==> config.mk <==
export PLATFORM = sky130hd
export DESIGN_NAME = alu_ctrl_md
export DESIGN_NICKNAME = d
export VERILOG_FILES = /design/src/rtl/alu_ctrl_md.sv
export SDC_FILE = /design/constraint.sdc
export NUM_CORES = 1
export LEC_CHECK = 0
export CORE_MARGIN = 2
export CORE_UTILIZATION = 40
export DETAILED_ROUTE_END_ITERATION = 7
export GPL_TIMING_DRIVEN = 0
export SETUP_SLACK_MARGIN = 0.3
export SLEW_MARGIN = 20
export SYNTH_ARGS = -nofsm -noshare
export SYNTH_HDL_FRONTEND = slang
export SYNTH_SLANG_ARGS = --single-unit
==> constraint.sdc <==
create_clock -name clk -period 5.6 [get_ports clk]
set_input_delay 1.68 -clock clk [delete_from_list [all_inputs] [get_ports clk]]
set_output_delay 1.68 -clock clk [all_outputs]
set_load 0.02 [all_outputs]
==> src/rtl/alu_ctrl_md.sv <==
// ALU control decoder for RV32IM with an iterative multiply/divide sequencer.
// Base instructions decode combinationally to a 4-bit ALU control code.
// M-extension ops run on a shift-add multiplier or a restoring divider.
// Both share one 2*XLEN accumulator, and EX stalls while an M op is in flight.
module alu_ctrl_md #(
  parameter int XLEN = 32,
  parameter int EN_M = 1
) (
  input  logic            clk,
  input  logic            rst,
  input  logic            valid,
  input  logic            flush,
  input  logic [1:0]      ALUOp,
  input  logic [2:0]      funct3,
  input  logic [6:0]      funct7,
  input  logic [XLEN-1:0] rs1_val,
  input  logic [XLEN-1:0] rs2_val,
  output logic [3:0]      ALUCtrlOut,
  output logic            md_sel,
  output logic            stall,
  output logic [XLEN-1:0] md_result,
  output logic            md_done
);

  localparam int            CW   = (XLEN > 1) ? $clog2(XLEN) : 1;
  localparam logic [CW-1:0] LAST = CW'(XLEN - 1);

  localparam logic [3:0] ALU_ADD  = 4'b0000;
  localparam logic [3:0] ALU_SUB  = 4'b0001;
  localparam logic [3:0] ALU_AND  = 4'b0010;
  localparam logic [3:0] ALU_OR   = 4'b0011;
  localparam logic [3:0] ALU_XOR  = 4'b0100;
  localparam logic [3:0] ALU_SLL  = 4'b0101;
  localparam logic [3:0] ALU_SRL  = 4'b0110;
  localparam logic [3:0] ALU_SRA  = 4'b0111;
  localparam logic [3:0] ALU_SLT  = 4'b1000;
  localparam logic [3:0] ALU_SLTU = 4'b1001;

  typedef enum logic [1:0] {IDLE, MUL, DIV, DONE} state_t;

  state_t state, state_nxt;

  // Two's-complement negate when requested.
  function automatic logic [XLEN-1:0] cond_neg(input logic [XLEN-1:0] v, input logic neg);
    return neg ? (~v + 1'b1) : v;
  endfunction

  // High half of a conditionally negated 2*XLEN value {hi, lo}.
  // The +1 of the negate only carries into hi when lo is all zeros.
  function automatic logic [XLEN-1:0] neg_hi(input logic [XLEN-1:0] hi,
                                             input logic [XLEN-1:0] lo,
                                             input logic neg);
    logic [XLEN-1:0] carry;
    carry = {{(XLEN-1){1'b0}}, (lo == '0)};
    return neg ? (~hi + carry) : hi;
  endfunction

  logic                is_m;
  logic                accept;
  logic                op_div, sgn_a_op, sgn_b_op, neg_a, neg_b;
  logic                div_zero, div_ovf, fast;
  logic [XLEN-1:0]     mag_a, mag_b, fast_res;

  logic [CW-1:0]       cnt;
  logic [2*XLEN-1:0]   acc;
  logic [XLEN-1:0]     op_reg;
  logic                neg_p, neg_r;
  logic [2:0]          f3_q;

  logic [XLEN:0]       mul_sum;
  logic [2*XLEN-1:0]   mul_nxt;
  logic [XLEN:0]       div_rs, div_diff;
  logic [2*XLEN-1:0]   div_nxt, acc_nxt;
  logic [XLEN-1:0]     quo, rem, final_res;

  assign is_m   = (EN_M != 0) && (ALUOp == 2'b10) && (funct7 == 7'b0000001);
  assign md_sel = is_m;
  assign accept = (state == IDLE) && valid && is_m && !flush;

  // Base ALU control decode; M ops force ADD.
  always_comb begin
    ALUCtrlOut = ALU_ADD;
    case (ALUOp)
      2'b00: ALUCtrlOut = ALU_ADD;
      2'b01: begin
        case (funct3)
          3'b000, 3'b001: ALUCtrlOut = ALU_SUB;
          3'b100, 3'b101: ALUCtrlOut = ALU_SLT;
          3'b110, 3'b111: ALUCtrlOut = ALU_SLTU;
          default:        ALUCtrlOut = ALU_ADD;
        endcase
      end
      default: begin
        case (funct3)
          3'b111: ALUCtrlOut = ALU_AND;
          3'b110: ALUCtrlOut = ALU_OR;
          3'b100: ALUCtrlOut = ALU_XOR;
          3'b001: ALUCtrlOut = ALU_SLL;
          3'b010: ALUCtrlOut = ALU_SLT;
          3'b011: ALUCtrlOut = ALU_SLTU;
          3'b101: ALUCtrlOut = (funct7 == 7'b0100000) ? ALU_SRA : ALU_SRL;
          default: ALUCtrlOut = ((ALUOp == 2'b10) && (funct7 == 7'b0100000)) ? ALU_SUB : ALU_ADD;
        endcase
      end
    endcase
    if (is_m) ALUCtrlOut = ALU_ADD;
  end

  // Operand conditioning at accept: magnitudes, signs and divide special cases.
  always_comb begin
    op_div   = funct3[2];
    sgn_a_op = (funct3 == 3'b001) || (funct3 == 3'b010) || (funct3 == 3'b100) || (funct3 == 3'b110);
    sgn_b_op = (funct3 == 3'b001) || (funct3 == 3'b100) || (funct3 == 3'b110);
    neg_a    = sgn_a_op & rs1_val[XLEN-1];
    neg_b    = sgn_b_op & rs2_val[XLEN-1];
    mag_a    = cond_neg(rs1_val, neg_a);
    mag_b    = cond_neg(rs2_val, neg_b);
    div_zero = (rs2_val == '0);
    div_ovf  = ((funct3 == 3'b100) || (funct3 == 3'b110)) &&
               (rs1_val == {1'b1, {(XLEN-1){1'b0}}}) && (rs2_val == '1);
    fast     = op_div & (div_zero | div_ovf);
    if (div_zero) fast_res = funct3[1] ? rs1_val : '1;
    else          fast_res = funct3[1] ? '0 : rs1_val;
  end

  // One shift-add or restore-subtract step, plus final sign fix-up.
  always_comb begin
    mul_sum  = {1'b0, acc[2*XLEN-1:XLEN]} + (acc[0] ? {1'b0, op_reg} : '0);
    mul_nxt  = {mul_sum, acc[XLEN-1:1]};
    div_rs   = acc[2*XLEN-1:XLEN-1];
    div_diff = div_rs - {1'b0, op_reg};
    div_nxt  = div_diff[XLEN] ? {div_rs[XLEN-1:0], acc[XLEN-2:0], 1'b0}
                              : {div_diff[XLEN-1:0], acc[XLEN-2:0], 1'b1};
    acc_nxt  = (state == DIV) ? div_nxt : mul_nxt;
    quo      = div_nxt[XLEN-1:0];
    rem      = div_nxt[2*XLEN-1:XLEN];
    if (state == DIV)
      final_res = f3_q[1] ? cond_neg(rem, neg_r) : cond_neg(quo, neg_p);
    else if (f3_q == 3'b000)
      final_res = mul_nxt[XLEN-1:0];
    else
      final_res = neg_hi(mul_nxt[2*XLEN-1:XLEN], mul_nxt[XLEN-1:0], neg_p);
  end

  // Sequencer state register.
  always_ff @(posedge clk) begin
    if (rst) state <= IDLE;
    else     state <= state_nxt;
  end

  // Sequencer next state, stall and done; reset masks the status outputs.
  always_comb begin
    state_nxt = state;
    stall     = 1'b0;
    md_done   = 1'b0;
    case (state)
      IDLE: begin
        if (accept) begin
          stall     = 1'b1;
          state_nxt = fast ? DONE : (op_div ? DIV : MUL);
        end
      end
      MUL, DIV: begin
        stall = 1'b1;
        if (flush)             state_nxt = IDLE;
        else if (cnt == LAST)  state_nxt = DONE;
      end
      DONE: begin
        md_done   = 1'b1;
        state_nxt = IDLE;
      end
      default: state_nxt = IDLE;
    endcase
    if (rst) begin
      stall   = 1'b0;
      md_done = 1'b0;
    end
  end

  // Operand/accumulator datapath; no reset needed, always loaded at accept.
  always_ff @(posedge clk) begin
    if (accept) begin
      op_reg <= op_div ? mag_b : mag_a;
      acc    <= {{XLEN{1'b0}}, (op_div ? mag_a : mag_b)};
      neg_p  <= neg_a ^ neg_b;
      neg_r  <= neg_a;
      f3_q   <= funct3;
    end else if (((state == MUL) || (state == DIV)) && !flush) begin
      acc <= acc_nxt;
    end
  end

  // Iteration counter and result register, cleared by reset.
  always_ff @(posedge clk) begin
    if (rst) begin
      cnt       <= '0;
      md_result <= '0;
    end else if (accept) begin
      cnt <= '0;
      if (fast) md_result <= fast_res;
    end else if (((state == MUL) || (state == DIV)) && !flush) begin
      cnt <= cnt + CW'(1);
      if (cnt == LAST) md_result <= final_res;
    end
  end

endmodule
## Word level (Yosys, flattened, before mapping)

Cells that the tools add are included.

| operators by class | value |
|---|---|
| add/subtract/negate cells | 8 |
| eq/ne operators | 20 |
| mux-type cells | 39 |
| bitwise operators | 10 |
| reduce and logical (&&, ||, !) cells | 31 |

Operator list:

| cell | count |
|---|---|
| two-way mux 32 bit | 20 |
| NOT 32 bit | 5 |
| adder 32 x 1 -> 32 bit (second input constant) | 4 |
| two-way mux 64 bit | 2 |
| == test 32 bit (second input constant) | 2 |
| zero test 32 bit | 2 |
| adder 32 x 32 -> 33 bit | 1 |
| subtractor 33 x 32 -> 33 bit | 1 |
| adder 32 x 1 -> 32 bit | 1 |
| case mux 4 bit (7 select lines) | 1 |
| == test 3 bit (second input constant) | 4 |
| case mux 4 bit (3 select lines) | 1 |
| two-way mux 2 bit | 5 |
| OR reduction 2 bit | 5 |
| logical AND 1 bit | 8 |
| case mux 4 bit (2 select lines) | 1 |
| == test 7 x 1 -> 1 bit (second input constant) | 1 |
| == test 7 x 6 -> 1 bit (second input constant) | 1 |
| logical OR 1 bit | 7 |
| == test 2 bit (second input constant) | 3 |
| == test 3 x 2 -> 1 bit (second input constant) | 2 |
| zero test 3 bit | 2 |
| two-way mux 1 bit | 6 |
| case mux 2 bit (3 select lines) | 1 |
| 17 further kinds | 22 |

| storage, ports and cells | value |
|---|---|
| bits in registers | 140 |
| input bits | 80 |
| word-level logic and storage cells | 117 |

## Depth between registers and ports, before layout

| logic depth | value |
|---|---|
| depth in word-level cells | 10 |
| depth in mapped cells | 25 |

## Worst setup path before layout

No wires, ideal clock.

| timing path | value |
|---|---|
| path type | input-to-output |
| start point | input port funct7[3] |
| end point | output port stall |
| arrival | 4.066 ns |
| slack | -0.146 ns |
| stages on the path | 10 |
| path through | or4_1 > nor2_1 > and4_1 > clkbuf_1 > nand4b_1 > inv_1 > clkbuf_1 > buf_2 > nor2_1 > nor3_1 |

| between the ends | value |
|---|---|
| word-level cells in the longest chain between the ends | 7 |

RTL lines:

| item | RTL line | text |
|---|---|---|
| start, declared | 15 | `input logic [6:0] funct7,` |
| == test 7 x 1 -> 1 bit | 76 | `assign is_m = (EN_M != 0) && (ALUOp == 2'b10) && (funct7 == 7'b0000001);` |
| logical AND 1 bit | 76 |  |
| via md_sel | 19 | `output logic md_sel,` |
| logical AND 1 bit (2 in series) | 78 | `assign accept = (state == IDLE) && valid && is_m && !flush;` |
| two-way mux 1 bit | 158 | `if (accept) begin` |
| case mux 1 bit (2 select lines) | 156 | `case (state)` |
| two-way mux 1 bit | 174 | `if (rst) begin` |
| end, declared | 20 | `output logic stall,` |

The timed path passes the listed nets, and every way through them passes these cells.

## Final worst setup path

| timing path | value |
|---|---|
| start point | input port ALUOp[0] |
| end point | register md_result[29] |

| between the ends | value |
|---|---|
| word-level cells in the longest chain between the ends | 6 |

RTL lines:

| item | RTL line | text |
|---|---|---|
| start, declared | 13 | `input logic [1:0] ALUOp,` |
| == test 2 bit (*) | 76 |  |
| logical AND 1 bit (*) | 76 |  |
| logical AND 1 bit (*) (2 in series) | 78 |  |
| != test 2 x 1 -> 1 bit (no source line) / nonzero test 2 bit (equally long branches) | - |  |
| AND reduction 3 bit (no source line) | - |  |
| end signal, assigned | 200 | `if (fast) md_result <= fast_res;` |
| end signal, assigned | 203 | `if (cnt == LAST) md_result <= final_res;` |
| end, declared | 21 | `output logic [XLEN-1:0] md_result,` |

Every way passes the cells marked *; elsewhere a longest branch is shown, timed or not.
A chain may end at the register's enable or synchronous reset.

==> results.cfg <==
[outcome]
status = finished, final reports clean

[place]
place_congestion = 1.004
io_buffers = 118
place_worst_setup_slack_ns = -1.470
dpl.cell_count = 2886
dp_hpwl_um = 61440

[clock_tree]
cts_tree = built
clock-sinks = 140
htreeDepth = 4
cts_inserted_buffers = 17
clock_latency_ns = 0.46
root_buffer = clkbuf_16
clock_path_buffers = 2
cts.clk_slew.worst_paths_ns = 0.06

[synthesis]
synth_top_cells_by_count = nor2_1 (253), a21oi_1 (218), nand2_1 (202)
yosysSeqAreaShare_pct = 21.12
synth_compound_area_share_pct = 27.44
yosysTopAreaCell = edfxtp_1
synth_area_leaders = edfxtp_1 (13%), dfxtp_1 (8.6%), a21oi_1 (6.6%)
ys_ff_latch = 140
synth_simple_gate_area_share_pct = 22.77
ys_types = 93
synthMuxAreaShare_pct = 5.885
syn_inst = 2235
synth.most_common_cell = nor2_1
async_flop_share_pct = 0
syn_area_sq_mm = 0.01654
synth_top_area_share_pct = 12.53
yosysWarnings = 0
synth_top_family_by_area = compound AO/OA/AOI/OAI gates
syn_avg_cell_area_sq_um = 7.400
syn_nets = 2399
synth-edff-count = 69
synth_ff_type = dfxtp_1
synthXorXnorAreaFrac_pct = 9.955
yosys.area_share.adder_pct = 7.474

[worst_setup_path]
regToRegSetupSlack_ns = 0.36
critPathMaxFanout = 10
crit_path_end_kind = register
worst_ep_required_time_ns = 5.97
critPathKind = in2reg
start_kind = primary input
critPathArrivalTime_ns = 5.71

[final_layout]
instances_no_fill = 2941
fill_cells = 4139
drive_above_1_share_pct = 8.136
regArea_sq_mm = 0.003493
largest_reg_flops = 64
diodes = 0
multi_input_area_sq_mm = 0.01243
nNetsFinal = 2560
finish.utilization_pct = 48.01
syn2layout_area_growth_pct = 18.53

[grt]
overflow = 0
grt_usage_pct = 33.99
grt_max_degree = 33
grt_pass1_vias = 17680
antenna_found_initial = 2
grt_pass1_wl_um = 110500

[drt]
drc = 0
num_vias = 18400
drt-total-wl_um = 75950
drt-initial-drc-count = 1760
routed_via_density = 6.257
ant_nets = 0
first_pass_iters = 6
post_drt_wl_per_cell_um = 25.82

[sta]
finalHoldViolCount = 0
post-route-period-util_pct = 95.34
finalSetupViolations = 0
whs_ns = 0.4645
drv_slew = 0
slew_headroom_pct = 22.29
period_needed_ns = 5.339
fin_ws_ns = 0.2611
fmax_ghz = 0.1873
rsz0062_at_grt = true
tns_ns = 0
finClkSkew_ns = 0.01187
tightest_slew_ns = 1.155

[worst_hold_path]
hp-class = reg2reg

[die]
num_rows = 74
die_y_um = 207.3
core_sq_mm = 0.04083
initial_core_util_pct = 40.51
die_area_sq_mm = 0.04299
num_io_pins = 119
die_w_um = 207.3

[power]
peakVddDrop_uv = 177.0
power.leakage_nw = 7.244
power.density_mw_per_mm2 = 516.9

[run]
max_cap_viol_count = 0
==> stage by stage <==
stage                     area, sq um  total power [mW]
after floorplan                 16550             6.282
after global routing            19610             10.70
after detailed placement        18420             8.330
final                           19610             10.13
after CTS                       19440             9.796
after global placement          18400             8.290
==> power breakdown <==
part | internal (mW) | switching, mW
combinational | 2.51 | 4.71
sequential | 1.34 | 0.340
clock | 0.716 | 0.515
==> metal layers <==
layer  GRT usage (%)  wire length (um)  part of all wire [%]
met5               0                30                 0.040
met4           17.17              3900                   5.1
met1           42.63             31010                    41
met2           56.69             34910                    46
met3           5.113              6100                   8.0
==> worst max-delay path, stage by stage <==
cell and delay (ns):
clkdlybuf4s50_1 0.55, nor2_1 0.07, and4_1 0.21, clkbuf_8 0.14, nand4b_1 0.12, buf_4 0.13, clkbuf_1 0.58, nand3_1 0.78
nor2_2 0.74, o21ai_0 0.17, a21oi_1 0.20, o221ai_1 0.20, o21ai_0 0.13
==> logic make-up after synthesis <==
kind of cell	Yosys count
simple gates	788
mux	97
compound gates	698
xor+xnor	188
buf+inv	223
flops	140
fa+ha+maj	101
==> cell type report <==
cell class / count / share of cell area (%)
plain buffers: 137 / 3.619
clock buffers: 19 / 2.259
clock inverters: 13 / 0.8424
inverters: 86 / 1.678
multi-input cells: 1872 / 63.42
flip-flops and latches: 140 / 17.82
well taps: 532 / 3.395
repair buffers: 142 / 6.969
==> placed cells by master, fill, tap and decap left out, drive strengths merged, types with 15 or more instances in the layout <==
| master | n |
|---|---|
| maj3 | 17 |
| dfxtp | 71 |
| a21o | 22 |
| a21oi | 218 |
| ha | 82 |
| nand3 | 39 |
| clkbuf | 122 |
| o21a | 15 |
| and2 | 23 |
| nor3 | 86 |
| a211oi | 57 |
| nand2 | 202 |
| a31oi | 19 |
| o211ai | 36 |
| or2 | 16 |
| inv | 87 |
| and3 | 15 |
| nand2b | 19 |
| nand4 | 24 |
| o41ai | 19 |
| nor4 | 25 |
| xor2 | 73 |
| o21ai | 163 |
| nor2 | 254 |
| or3 | 29 |
| clkdlybuf4s50 | 107 |
| edfxtp | 69 |
| or4 | 17 |
| buf | 63 |
| o31ai | 32 |
| xnor2 | 115 |
| mux2i | 95 |
==> path summary, 6_finish.rpt <==
path,to,depth (start not counted),startpoint
max,md_result[29]$_SDFFE_PP0P_,13,ALUOp[0]
min reg2reg,md_result[0]$_SDFFE_PP0P_,2,md_result[0]$_SDFFE_PP0P_
max reg2reg,md_result[22]$_SDFFE_PP0P_,22,op_reg[17]$_DFFE_PP_
min,md_result[0]$_SDFFE_PP0P_,2,md_result[0]$_SDFFE_PP0P_
==> what timing repair did <==
item                                    CTS  global route
setup buffers                            16             7
hold buffers                              0             0
pin swaps                                15            19
endpoints found under the setup margin   36            37
gates resized for setup                  98            37
Power figures use the tool's default switching activity.
